[src/rtl/demux_1t4_buf.sv]
// rtl/demux_1t4_buf.sv - 1-to-4 buffered demultiplexer with a 2-entry FIFO per output port
module demux_1t4_buf #(
  parameter int DW    = 5,
  parameter int DEPTH = 2
) (
  input  logic            clk,
  input  logic            rst_n,
  input  logic            flush,
  input  logic            in_valid,
  output logic            in_ready,
  input  logic [1:0]      in_sel,
  input  logic [DW-1:0]   in_data,
  output logic [3:0]      out_valid,
  input  logic [3:0]      out_ready,
  output logic [4*DW-1:0] out_data,
  output logic [7:0]      occ
);

  // Occupancy value at which a port refuses a push unless it pops the same cycle.
  localparam logic [1:0] FULL = 2'(DEPTH);

  logic [DW-1:0] mem [4][2];
  logic [3:0]    wptr;
  logic [3:0]    rptr;
  logic [1:0]    cnt [4];
  logic [3:0]    push;
  logic [3:0]    pop;

  // A full port still accepts when its consumer drains the head in the same
  // cycle; the new item lands in the slot being freed.
  assign in_ready = rst_n & ~flush & ((cnt[in_sel] != FULL) | out_ready[in_sel]);

  // Decode the single push onto its port and qualify each port's pop.
  always_comb begin
    push = 4'b0;
    pop  = 4'b0;
    for (int k = 0; k < 4; k++) begin
      push[k] = in_valid & in_ready & (in_sel == 2'(k));
      pop[k]  = out_valid[k] & out_ready[k];
    end
  end

  // Heads are read straight from registered storage; no same-cycle bypass.
  always_comb begin
    out_valid = 4'b0;
    out_data  = '0;
    occ       = 8'b0;
    for (int k = 0; k < 4; k++) begin
      out_valid[k]          = (cnt[k] != 2'd0);
      out_data[k*DW +: DW]  = mem[k][rptr[k]];
      occ[2*k +: 2]         = cnt[k];
    end
  end

  // Per-port FIFO state; reset also clears storage so heads are never X,
  // flush only rewinds pointers and counts and overrides any push/pop.
  always_ff @(posedge clk) begin
    if (!rst_n) begin
      wptr <= 4'b0;
      rptr <= 4'b0;
      for (int k = 0; k < 4; k++) begin
        cnt[k]    <= 2'd0;
        mem[k][0] <= '0;
        mem[k][1] <= '0;
      end
    end else if (flush) begin
      wptr <= 4'b0;
      rptr <= 4'b0;
      for (int k = 0; k < 4; k++) begin
        cnt[k] <= 2'd0;
      end
    end else begin
      for (int k = 0; k < 4; k++) begin
        if (push[k]) begin
          mem[k][wptr[k]] <= in_data;
          wptr[k]         <= ~wptr[k];
        end
        if (pop[k]) begin
          rptr[k] <= ~rptr[k];
        end
        case ({push[k], pop[k]})
          2'b10:   cnt[k] <= cnt[k] + 2'd1;
          2'b01:   cnt[k] <= cnt[k] - 2'd1;
          default: cnt[k] <= cnt[k];
        endcase
      end
    end
  end

endmodule

[config.mk]
export PLATFORM = sky130hd
export DESIGN_NAME = demux_1t4_buf
export DESIGN_NICKNAME = d
export VERILOG_FILES = /design/src/rtl/demux_1t4_buf.sv
export SDC_FILE = /design/constraint.sdc
export NUM_CORES = 1
export LEC_CHECK = 0
export ABC_AREA = 1
export CAP_MARGIN = 15
export CORE_MARGIN = 10
export CORE_UTILIZATION = 53
export CTS_CLUSTER_DIAMETER = 30
export CTS_CLUSTER_SIZE = 14
export DETAILED_ROUTE_END_ITERATION = 10
export PLACE_DENSITY = 0.8
export SYNTH_ARGS = -nofsm -noshare
export SYNTH_HDL_FRONTEND = slang
export SYNTH_SLANG_ARGS = --single-unit
[constraint.sdc]
create_clock -name clk -period 2.74 [get_ports clk]
set_input_delay 0.411 -clock clk [delete_from_list [all_inputs] [get_ports clk]]
set_output_delay 0.411 -clock clk [all_outputs]
set_load 0.1 [all_outputs]
* Yosys cells after proc, flatten, opt, wreduce, memory -nomap -nowiden
Memory sizes are Yosys's and may differ from the RTL's.
Index checks and enable logic that the tools add are counted.
** Storage, ports and cells
- Bits in registers :: 8
- RAM bits :: 48
- Bits of input ports :: 15
- Output and inout port bits :: 33
- Memories kept :: 2
** Operators by class
- Add/sub/neg operators :: 8
- Order comparisons :: 13
- Equality and inequality tests :: 12
- Mux-type cells :: 146
- Bitwise gates (word level) :: 86
- Reductions and logical operators :: 14
** Memory list
- mem :: depth 4, bits a word 10, read ports 4, clocked after memory_dff 0, write ports 4, line 22 : logic [DW-1:0] mem [4][2];
- cnt :: depth 4, bits a word 2, read ports 5, clocked after memory_dff 0, write ports 4, line 25 : logic [1:0] cnt [4];
** Operators with widths (count)
- two-way mux 1 bit :: 105
- two-way mux 5 bit :: 16
- OR 1 bit :: 57
- two-way mux 10 bit :: 4
- two-way mux 2 bit :: 16
- demux 5 bit (select 1 bit) :: 4
- greater-or-equal comparator 2 bit (second input constant) :: 8
- inverter 1 -> 2 bit :: 8
- == test 2 bit (second input constant) :: 6
- bitwise AND 1 bit :: 11
- == test 2 x 1 -> 1 bit (second input constant) :: 5
- inverter 1 bit :: 10
- OR reduction 2 bit :: 5
- adder 2 x 1 -> 2 bit (second input constant) :: 4
- < comparator 2 x 1 -> 1 bit (second input constant) :: 4
- nonzero test 2 bit :: 4
- subtractor 2 x 1 -> 2 bit (second input constant) :: 4
- logical AND 1 bit :: 4
- < comparator 2 x 3 -> 1 bit (second input constant) :: 1
- binary-select mux 1 bit (select 2 bit) :: 1
- zero test 2 bit :: 1
- inequality test 2 bit (second input constant) :: 1

* Longest topological paths before layout
Gate-level depths: netlist (run 1).
- Word-level depth :: 14
- Gate-level depth with buffers :: 15
- Mapped depth without buffers :: 15

* Worst setup path before layout (run 1)
Ideal clock, no wire load.
- Kind :: register -> register
- Start :: memory cnt[1][0]
- End :: memory mem[3][8] (netlist name)
- Library setup time :: 0.064 ns
- Arrival time :: 3.383 ns
- Data required time :: 2.676 ns
- Path slack :: -0.707 ns
- Stages on the path, launching flop included :: 11
- Path buffers :: 0
- Clock period less this slack :: 3.447 ns
- Path through :: edfxtp_1 > inv_1 > nand2_1 > nand2_1 > nand2_1 > nor2_1 > a21oi_1 > nand4_1 > nand2_1 > nand2_1 > nor2_1
** RTL lines (line)
- from (decl) :: 25
- to (decl) :: 22

==> results.ini, run 1 <==
[run_status]
status=completed

[timing]
fin_worst_skew_ns=0.00899
hold_viol=0
worst_slew_pin_slew_ns=0.526
setup-violations-final=0
drv_slew=0
setup_ws_ns=0.116
fmaxAchievable_ghz=0.381
finalCritPeriodShare_pct=95.8
min_period_ns=2.62
max_slew_margin_pct=64.8

[worst_setup_path]
crit_required_ns=2.80
setup.worst_path.start=in_sel[1]
r2r_start=cnt[0][0]$_DFFE_PP_
path_delay_family=simple AND/OR/NAND/NOR gates
arrival_ns=2.68
critPathSlowestCell=clkdlybuf4s50_1
path_max_fanout=5
critPathCaptureType=flop
crit_type=input port to flop
crit_buf_inv=3
crit_path_start_kind=input port
reg2reg_depth=14
cp_cell_sequence=clkdlybuf4s50_1, inv_1, nor2_1, nand2_1, nand2_1, nor2_2, nand2_2, nand3_2, inv_2, nand2_2, ha_1, o31ai_2, nand4_1, nand4_1, o21ai_0
cp_slowest_stage_delay_ns=0.56
r2r-end=cnt[2][1]$_DFFE_PP_
r2r_slack_ns=0.42

[cells_and_area]
fin_nets=440
area_growth_pct=26.3
utilization_pct=68.9
final_common_cell=nand2_1
drive_gt1_share_pct=17.5
antennaDiodeCount=0
instances_no_fill=486
final_cell_mix=99 x nand2_1, 60 x nor2_1, 52 x buf_4

[synthesis]
synth-seq-cells=56
yosys-top-cells-area=edfxtp_1 36%, dfxtp_1 17%, nand2_1 14%
netlist.area_leader.share_pct=35.8
synth_seq_area_share_pct=52.4
syn_area_per_cell_um2=7.98
syn-cell-area_um2=2770
yosys_warnings=0
synthCells=347
ys_types=26
yosysTopAreaCell=edfxtp_1
syn_nets=372

[place]
dp_hpwl_um=5250
place_ws_ns=-0.193
place_congestion=0.834
portBuffers=47
dp_cells=478

[floorplan]
core-area_um2=5070
dieArea_um2=8520
io_pins=48
rows=26
die_w_um=92.3
die_h_um=92.3
start_util_pct=54.6

[global_route]
grt_use_total_pct=15.5
grt_max_degree=22
grt_pass1_wl_um=10900
overflow=0
grt_antenna_before_repair=0
grt_pass1_vias=2363

[clocking]
clk-insertion-delay-late_ns=0.31
h-tree-depth=2
clk_path_buf_depth=2
cts_num_sinks=56
clk_pin_slew_ns=0.09
numCtsBuffers=5
cts_tree=done
postCtsSetupRepairBufs=0
cts_root_buffer=clkbuf_8

[pwr]
leakage_nw=1.61
power_mw=2.07
powerDensity_nw_per_um2=591
ir_drop_mv=0.398

[worst_hold_path]
worst_hold_path_type=flop to flop
min_from=wptr[0]$_SDFFE_PP0P_
hold_end=wptr[0]$_SDFFE_PP0P_
hold_depth=2

[drt]
drt_iter0_markers=129
dr.pass1.iters=4
route.detailed.drc=0
vias=2397
drt-total-wl_um=6620
ant_nets=0
wl_per_cell_um=13.6
vias_per_cell=4.93

[job]
cap_viol_max_count=0

how the worst max path moves through the flow:
stage / end / depth (start not counted)
finish: cnt[2][1]$_DFFE_PP_ / 15
global route: cnt[2][1]$_DFFE_PP_ / 15
CTS: cnt[2][1]$_DFFE_PP_ / 15
detailed placement: cnt[2][1]$_DFFE_PP_ / 15
global placement: cnt[2][1]$_DFFE_PP_ / 15
floorplan: out_data[15] / 2
metal layers:
layer / share of wire (%) / routed length [µm] / track usage [%] / up-vias
met5: 0 / 0 / 0 / -
met4: 1.1 / 71 / 3.60 / 0
met3: 3.8 / 254 / 3.50 / 7
met2: 52 / 3460 / 27.8 / 45
met1: 43 / 2840 / 18.2 / 1107
li1: - / - / - / 1238
cells in the mapped netlist:
cell,instances
nand3_1,1
buf_2,3
xnor2_1,1
buf_4,2
nor2_1,61
o21ai_0,27
a211oi_1,1
and3_1,1
nor2_4,2
a31o_2,1
o31ai_1,1
a21oi_1,9
nor3_1,1
clkbuf_1,1
inv_1,52
nand2_1,101
edfxtp_1,33
nand2_2,1
nor2_2,1
ha_1,10
dfxtp_1,23
or2_2,1
o21bai_1,2
o211ai_1,1
nor4_1,1
nand4_1,9
cells by family (layout without fill, tap and decap cells):
logic type                 Yosys count  count (layout)  synth area share (%)
DFF                                 56              56                  52.4
buffers and inverters               58             127                  8.27
adders and majority gates           10              10                  4.52
and+or+nand+nor                    180             180                  26.3
xor gates and xnor gates             1               1                 0.316
AOI/OAI and AO/OA                   42              42                  8.18
metrics by stage:
stage          area, µm²  hold WS, ns  setup TNS, ns
3_3_place_gp        3400        0.474        -0.0855
5_1_grt             3500        0.514        -0.0277
3_5_place_dp        3400        0.470         -0.371
2_1_floorplan       2800        0.452         -0.978
6_report            3500        0.483              0
4_1_cts             3490        0.484              0
final cells by class:
class	count	area (µm²)
Inverter	52	195
Timing Repair Buffer	67	553
Clock buffer	6	72.6
Fill cell	415	1580
Tap cell	70	87.6
Clock inverter	2	16.3
Sequential cell	56	1450
Multi-Input combinational cell	233	1120
worst register-to-register path, cell delays in order (launching register included):
cell	delay [ns]
edfxtp_1	0.43
inv_1	0.10
nand2_1	0.08
nand2_1	0.07
nand2_1	0.06
nor2_2	0.13
nand2_2	0.08
nand3_2	0.11
inv_2	0.05
nand2_2	0.08
ha_1	0.26
o31ai_2	0.29
nand4_1	0.16
nand4_1	0.09
o21ai_0	0.07
registers in the layout (all words and copies together), names as in the netlist:
register / flops
cnt: 8
mem: 40
rptr: 4
wptr: 4
power breakdown:
group	total [mW]	internal [mW]	switching, mW
combinational	0.654	0.154	0.500
sequential	0.958	0.934	0.0244
clock	0.454	0.183	0.272
total	2.07	1.27	0.797
repair_timing:
action | 4_1_cts | 5_1_grt
hold buffers | 0 | 0
setup endpoints to repair | 0 | 2
resized for setup | 0 | 2
hold endpoints to repair | 0 | 0
(Power assumes the default switching activity.)
==> run 2, diff against run 1 <==
- CORE_UTILIZATION: 53 -> 40
- PLACE_DENSITY: 0.8 -> 0.63
==> run 2 against run 1 <==
- cell area grew 0.32%
- count of clock-buffer cells in the layout shrank 1
- critical path depth is the same
- clock power grew 1%
- largest power group unchanged
==> results.ini, run 2 (synthesized netlist as in run 1, its figures left out) <==
[cells_and_area]
fin_nets=439
seqCellArea_um2=1450
utilization_pct=51.9
area_growth_pct=26.8
drive_gt1_share_pct=17.6
largest_reg_flops=40
final_common_cell=nand2_1
multi_input_area_um2=1120
antennaDiodeCount=0
fillers=680
top_regs=mem (40), cnt (8)
design_area_um2=3510
final_cell_mix=99 x nand2_1, 60 x nor2_1, 51 x inv_1, 51 x buf_4, 33 x edfxtp_1
instances_no_fill=495
largest_register=mem

[timing]
fmaxAchievable_ghz=0.421
fin_worst_skew_ns=0.00611
grt_setup_unrepaired=false
setup-violations-final=0
fin_worst_hold_slack_ns=0.491
min_period_ns=2.37
finalCritPeriodShare_pct=86.7
worst_slew_pin_slew_ns=0.478
drv_slew=0
hold_viol=0
max_slew_margin_pct=68.0

[run_status]
status=completed

[place]
dp_cells=487
portBuffers=47
place_area_um2=3410
place_congestion=0.894
dp_hpwl_um=5240

[worst_setup_path]
crit_type=input port to flop
arrival_ns=2.43
cp_cell_sequence=clkdlybuf4s50_1, inv_1, nand2_1, nand2_1, nand2_1, nor2_2, nand2_2, nand3_2, inv_2, nand2_2, ha_1, o31ai_2, nand4_1, nand4_1, o21ai_0
path_delay_family=simple AND/OR/NAND/NOR gates
r2r_slack_ns=0.45
reg2reg_depth=14
crit_path_start_kind=input port
cp_slowest_stage_delay_ns=0.48
critPathCaptureType=flop
critPathSlowestCell=clkdlybuf4s50_1
crit_required_ns=2.80
crit_buf_inv=3
path_max_fanout=3
r2r-end=cnt[2][1]$_DFFE_PP_
r2r_start=cnt[0][0]$_DFFE_PP_
crit_path_frequent_cell=nand2_1

[floorplan]
die_h_um=103
core-area_um2=6760
start_util_pct=41.0
io_pins=48
die_w_um=103
rows=30
dieArea_um2=10700

[global_route]
grt_antenna_before_repair=0
grt_max_degree=22
grt_pass1_wl_um=10900
overflow=0
grt_use_total_pct=13.1
grt_pass1_vias=2350

[drt]
ant_nets=0
vias=2365
drt-total-wl_um=6650
route.detailed.drc=0
vias_per_cell=4.78
wl_per_cell_um=13.4
dr.pass1.iters=4
drt_iter0_markers=116

[clocking]
clk_path_buf_depth=2
clk-insertion-delay-late_ns=0.32
postCtsSetupRepairBufs=0
numCtsBuffers=5
clk_pin_slew_ns=0.10
h-tree-depth=2
cts_tree=done
cts_root_buffer=clkbuf_8
cts_num_sinks=56

[pwr]
power_mw=2.07
ir_drop_mv=0.372
leakage_nw=1.61
powerDensity_nw_per_um2=590

[worst_hold_path]
min_from=mem[2][1]$_SDFFE_PN0P_
hold_end=mem[2][1]$_SDFFE_PN0P_
hold_depth=2
worst_hold_path_type=flop to flop

[job]
cap_viol_max_count=0

-- run 2: changes by cell type in the layout (fill, tap and decap cells not counted) --
cell and change:
buf_4 -1, clkinvlp_4 +1, dlymetal6s2s_1 +1, clkbuf_1 -1, clkdlybuf4s50_1 -1
-- run 2: area by class of cell --
| type | instances | share of cell area (%) |
|---|---|---|
| clock inverter | 3 | 0.677 |
| inverter | 52 | 5.56 |
| timing repair buffer | 66 | 15.6 |
| clock buffer | 5 | 1.96 |
| multi-input combinational | 233 | 32.0 |
| sequential | 56 | 41.4 |
| tap | 80 | 2.85 |
-- run 2: timing repair --
action | in CTS | in global routing
hold buffers | 0 | 0
resized for setup | 0 | 3
setup endpoints to repair | 0 | 2
hold endpoints to repair | 0 | 0
-- run 2: worst max-delay path by stage --
stage	to	slack, ns	depth (start not counted)	startpoint
after floorplan	out_data[15]	-0.24	2	rptr[3]$_SDFFE_PP0P_
after global placement	cnt[2][1]$_DFFE_PP_	-0.08	15	in_sel[0]
after detailed placement	cnt[2][1]$_DFFE_PP_	-0.15	15	in_sel[1]
after CTS	cnt[2][1]$_DFFE_PP_	0.17	15	in_sel[1]
after global routing	cnt[2][1]$_DFFE_PP_	0.21	15	out_ready[3]
final	cnt[2][1]$_DFFE_PP_	0.37	15	out_ready[3]
-- run 2: routing by layer --
metal	share of wire [%]	wire length, µm	vias to the layer above	track usage (%)
li1	-	-	1234	-
met1	44	2940	1085	14.9
met2	50	3330	37	23.3
met3	4.5	300	9	3.85
met4	1.3	89	0	3.32
met5	0	0	-	0
-- run 2: power by group --
group          switching [mW]  internal (mW)  total (mW)
Clock                   0.278          0.182       0.460
Sequential             0.0252          0.934       0.959
Combinational           0.498          0.152       0.651
-- run 2: worst min-delay path, delay by kind of cell, from the launching register on --
kind	cells	cell delay, ns
AND/OR/NAND/NOR	2	0.14
flip-flops	1	0.32
-- run 2: through the flow --
| stage | setup WS, ns | TNS [ns] |
|---|---|---|
| floorplan | -0.244 | -0.978 |
| global placement | -0.0794 | -0.135 |
| global route | 0.205 | 0 |
| detailed placement | -0.153 | -0.271 |
| finish | 0.365 | 0 |
| CTS | 0.171 | 0 |
==> run 3, diff against run 2 <==
- CORE_MARGIN: 10 -> 8
==> run 3 against run 2 <==
- routed wire length is 1.7% lower
- sequential share of layout area is 0.25 points lower
- largest cell class unchanged
- critical path type unchanged
- clock power is 3% higher
==> results.ini, run 3 (synthesized netlist as in run 1, its figures left out) <==
[clocking]
cts_root_buffer=clkbuf_8
clk_pin_slew_ns=0.10
cts_tree=done
clk_path_buf_depth=2
postCtsSetupRepairBufs=0
ctsResizeCount=0
h-tree-depth=2
cts_hold_buf=0
cts_num_sinks=56
numCtsBuffers=5
clk-insertion-delay-late_ns=0.32

[timing]
hold_viol=0
grt_setup_unrepaired=false
finalCritPeriodShare_pct=93.0
fin_worst_skew_ns=0.00807
drv_slew=0
fmaxAchievable_ghz=0.393
worst_slew_pin_slew_ns=0.528
fin_worst_hold_slack_ns=0.482
max_slew_margin_pct=64.7
setup-violations-final=0
min_period_ns=2.55

[global_route]
grt_max_degree=22
grt_pass1_wl_um=11000
grt_pass1_vias=2346
overflow=0
met1_usage_pct=15.9
gr-usage-met3_pct=3.63
grtUsageMet2_pct=24.5
grt_use_total_pct=13.9
grt_antenna_before_repair=0
busiest_layer=met2

[cells_and_area]
antennaDiodeCount=0
largest_reg_flops=40
utilization_pct=52.3
final_common_cell=nand2_1
largest_register=mem
final_cell_mix=99 x nand2_1, 60 x nor2_1, 54 x buf_4
drive_gt1_share_pct=18.2
area_growth_pct=27.5
fin_nets=442
top_regs=mem (40), cnt (8)

[drt]
drt_iter0_markers=99
drt-total-wl_um=6540
ant_nets=0
wl_per_cell_um=13.1
vias_per_cell=4.77
dr.pass1.iters=4
route.detailed.drc=0
vias=2377

[worst_setup_path]
critPathCaptureType=flop
crit_buf_inv=3
path_delay_family=simple AND/OR/NAND/NOR gates
crit_path_start_kind=input port
cp_cell_sequence=clkdlybuf4s50_1, inv_1, nor2_1, nand2_1, nand2_1, nor2_2, nand2_2, nand3_2, inv_2, nand2_2, ha_1, o31ai_2, nand4_1, nand4_1, o21ai_0
crit_type=input port to flop
crit_required_ns=2.81
critPathSlowestCell=clkdlybuf4s50_1
cp_slowest_stage_delay_ns=0.54
path_max_fanout=5
arrival_ns=2.62

[floorplan]
dieArea_um2=9840
start_util_pct=41.0
rows=30
die_w_um=99.2
die_h_um=99.2
io_pins=48
core-area_um2=6760

[pwr]
powerDensity_nw_per_um2=590
leakage_nw=1.61
ir_drop_mv=0.221

[place]
portBuffers=47
place_congestion=0.868
dp_hpwl_um=5100

[worst_hold_path]
worst_hold_path_type=flop to flop

[run_status]
status=completed

[job]
cap_viol_max_count=0

run 3: changes by cell type in the layout (fill, tap and decap cells not counted):
cell,before,now
clkdlybuf4s50_1,12,14
buf_4,51,54
dlymetal6s2s_1,2,0
inv_8,0,1
clkinvlp_4,2,1
run 3: metal layers:
layer,up-vias,routed length [µm]
li1,1240,-
met1,1098,2840
met3,4,299
met2,35,3350
met5,-,0
met4,0,55
run 3: path summary, 6_finish.rpt:
path                        start                   end  slack [ns]  cells after the start
max                     in_sel[1]   cnt[2][1]$_DFFE_PP_        0.19                     15
min          wptr[0]$_SDFFE_PP0P_  wptr[0]$_SDFFE_PP0P_        0.48                      2
max reg2reg   cnt[0][0]$_DFFE_PP_   cnt[2][1]$_DFFE_PP_        0.38                     16
min reg2reg  wptr[0]$_SDFFE_PP0P_  wptr[0]$_SDFFE_PP0P_        0.48                      2
run 3: layout make-up:
cell class              count  area [µm²]
clock buffers               5        68.8
clock inverters             3        27.5
fillers                   659        3230
inverters                  52         195
multi-input cells         233        1120
flip-flops and latches     56        1450
well taps                  80         100
repair buffers             69         566
run 3: where the power goes:
group	switching, mW	total (mW)	internal (mW)	leakage [nW]
Combinational	0.498	0.650	0.152	1.04
Sequential	0.0256	0.959	0.934	0.530
Clock	0.287	0.476	0.188	0.0463
run 3: worst register-to-register path, cell delays in order (launching register included):
cell and delay [ns]:
edfxtp_1 0.43, inv_1 0.11, nand2_1 0.08, nand2_1 0.06, nand2_1 0.06, nor2_2 0.19
nand2_2 0.09, nand3_2 0.11, inv_2 0.05, nand2_2 0.07, buf_4 0.11, inv_1 0.03
ha_1 0.19, o21ai_1 0.22, nand4_1 0.15, nand4_1 0.09, o21ai_0 0.07
run 3: stage by stage:
stage          setup WS (ns)  TNS, ns  total power [mW]  cells  instance area, µm²
2_1_floorplan         -0.244   -0.978              1.46    347                2800
3_3_place_gp         -0.0363  -0.0513              1.63    490                3430
3_5_place_dp          -0.113   -0.200              1.63    490                3430
4_1_cts                0.217        0              2.11    498                3530
5_1_grt               0.0454        0              2.19    498                3530
6_report               0.193        0              2.08    498                3530
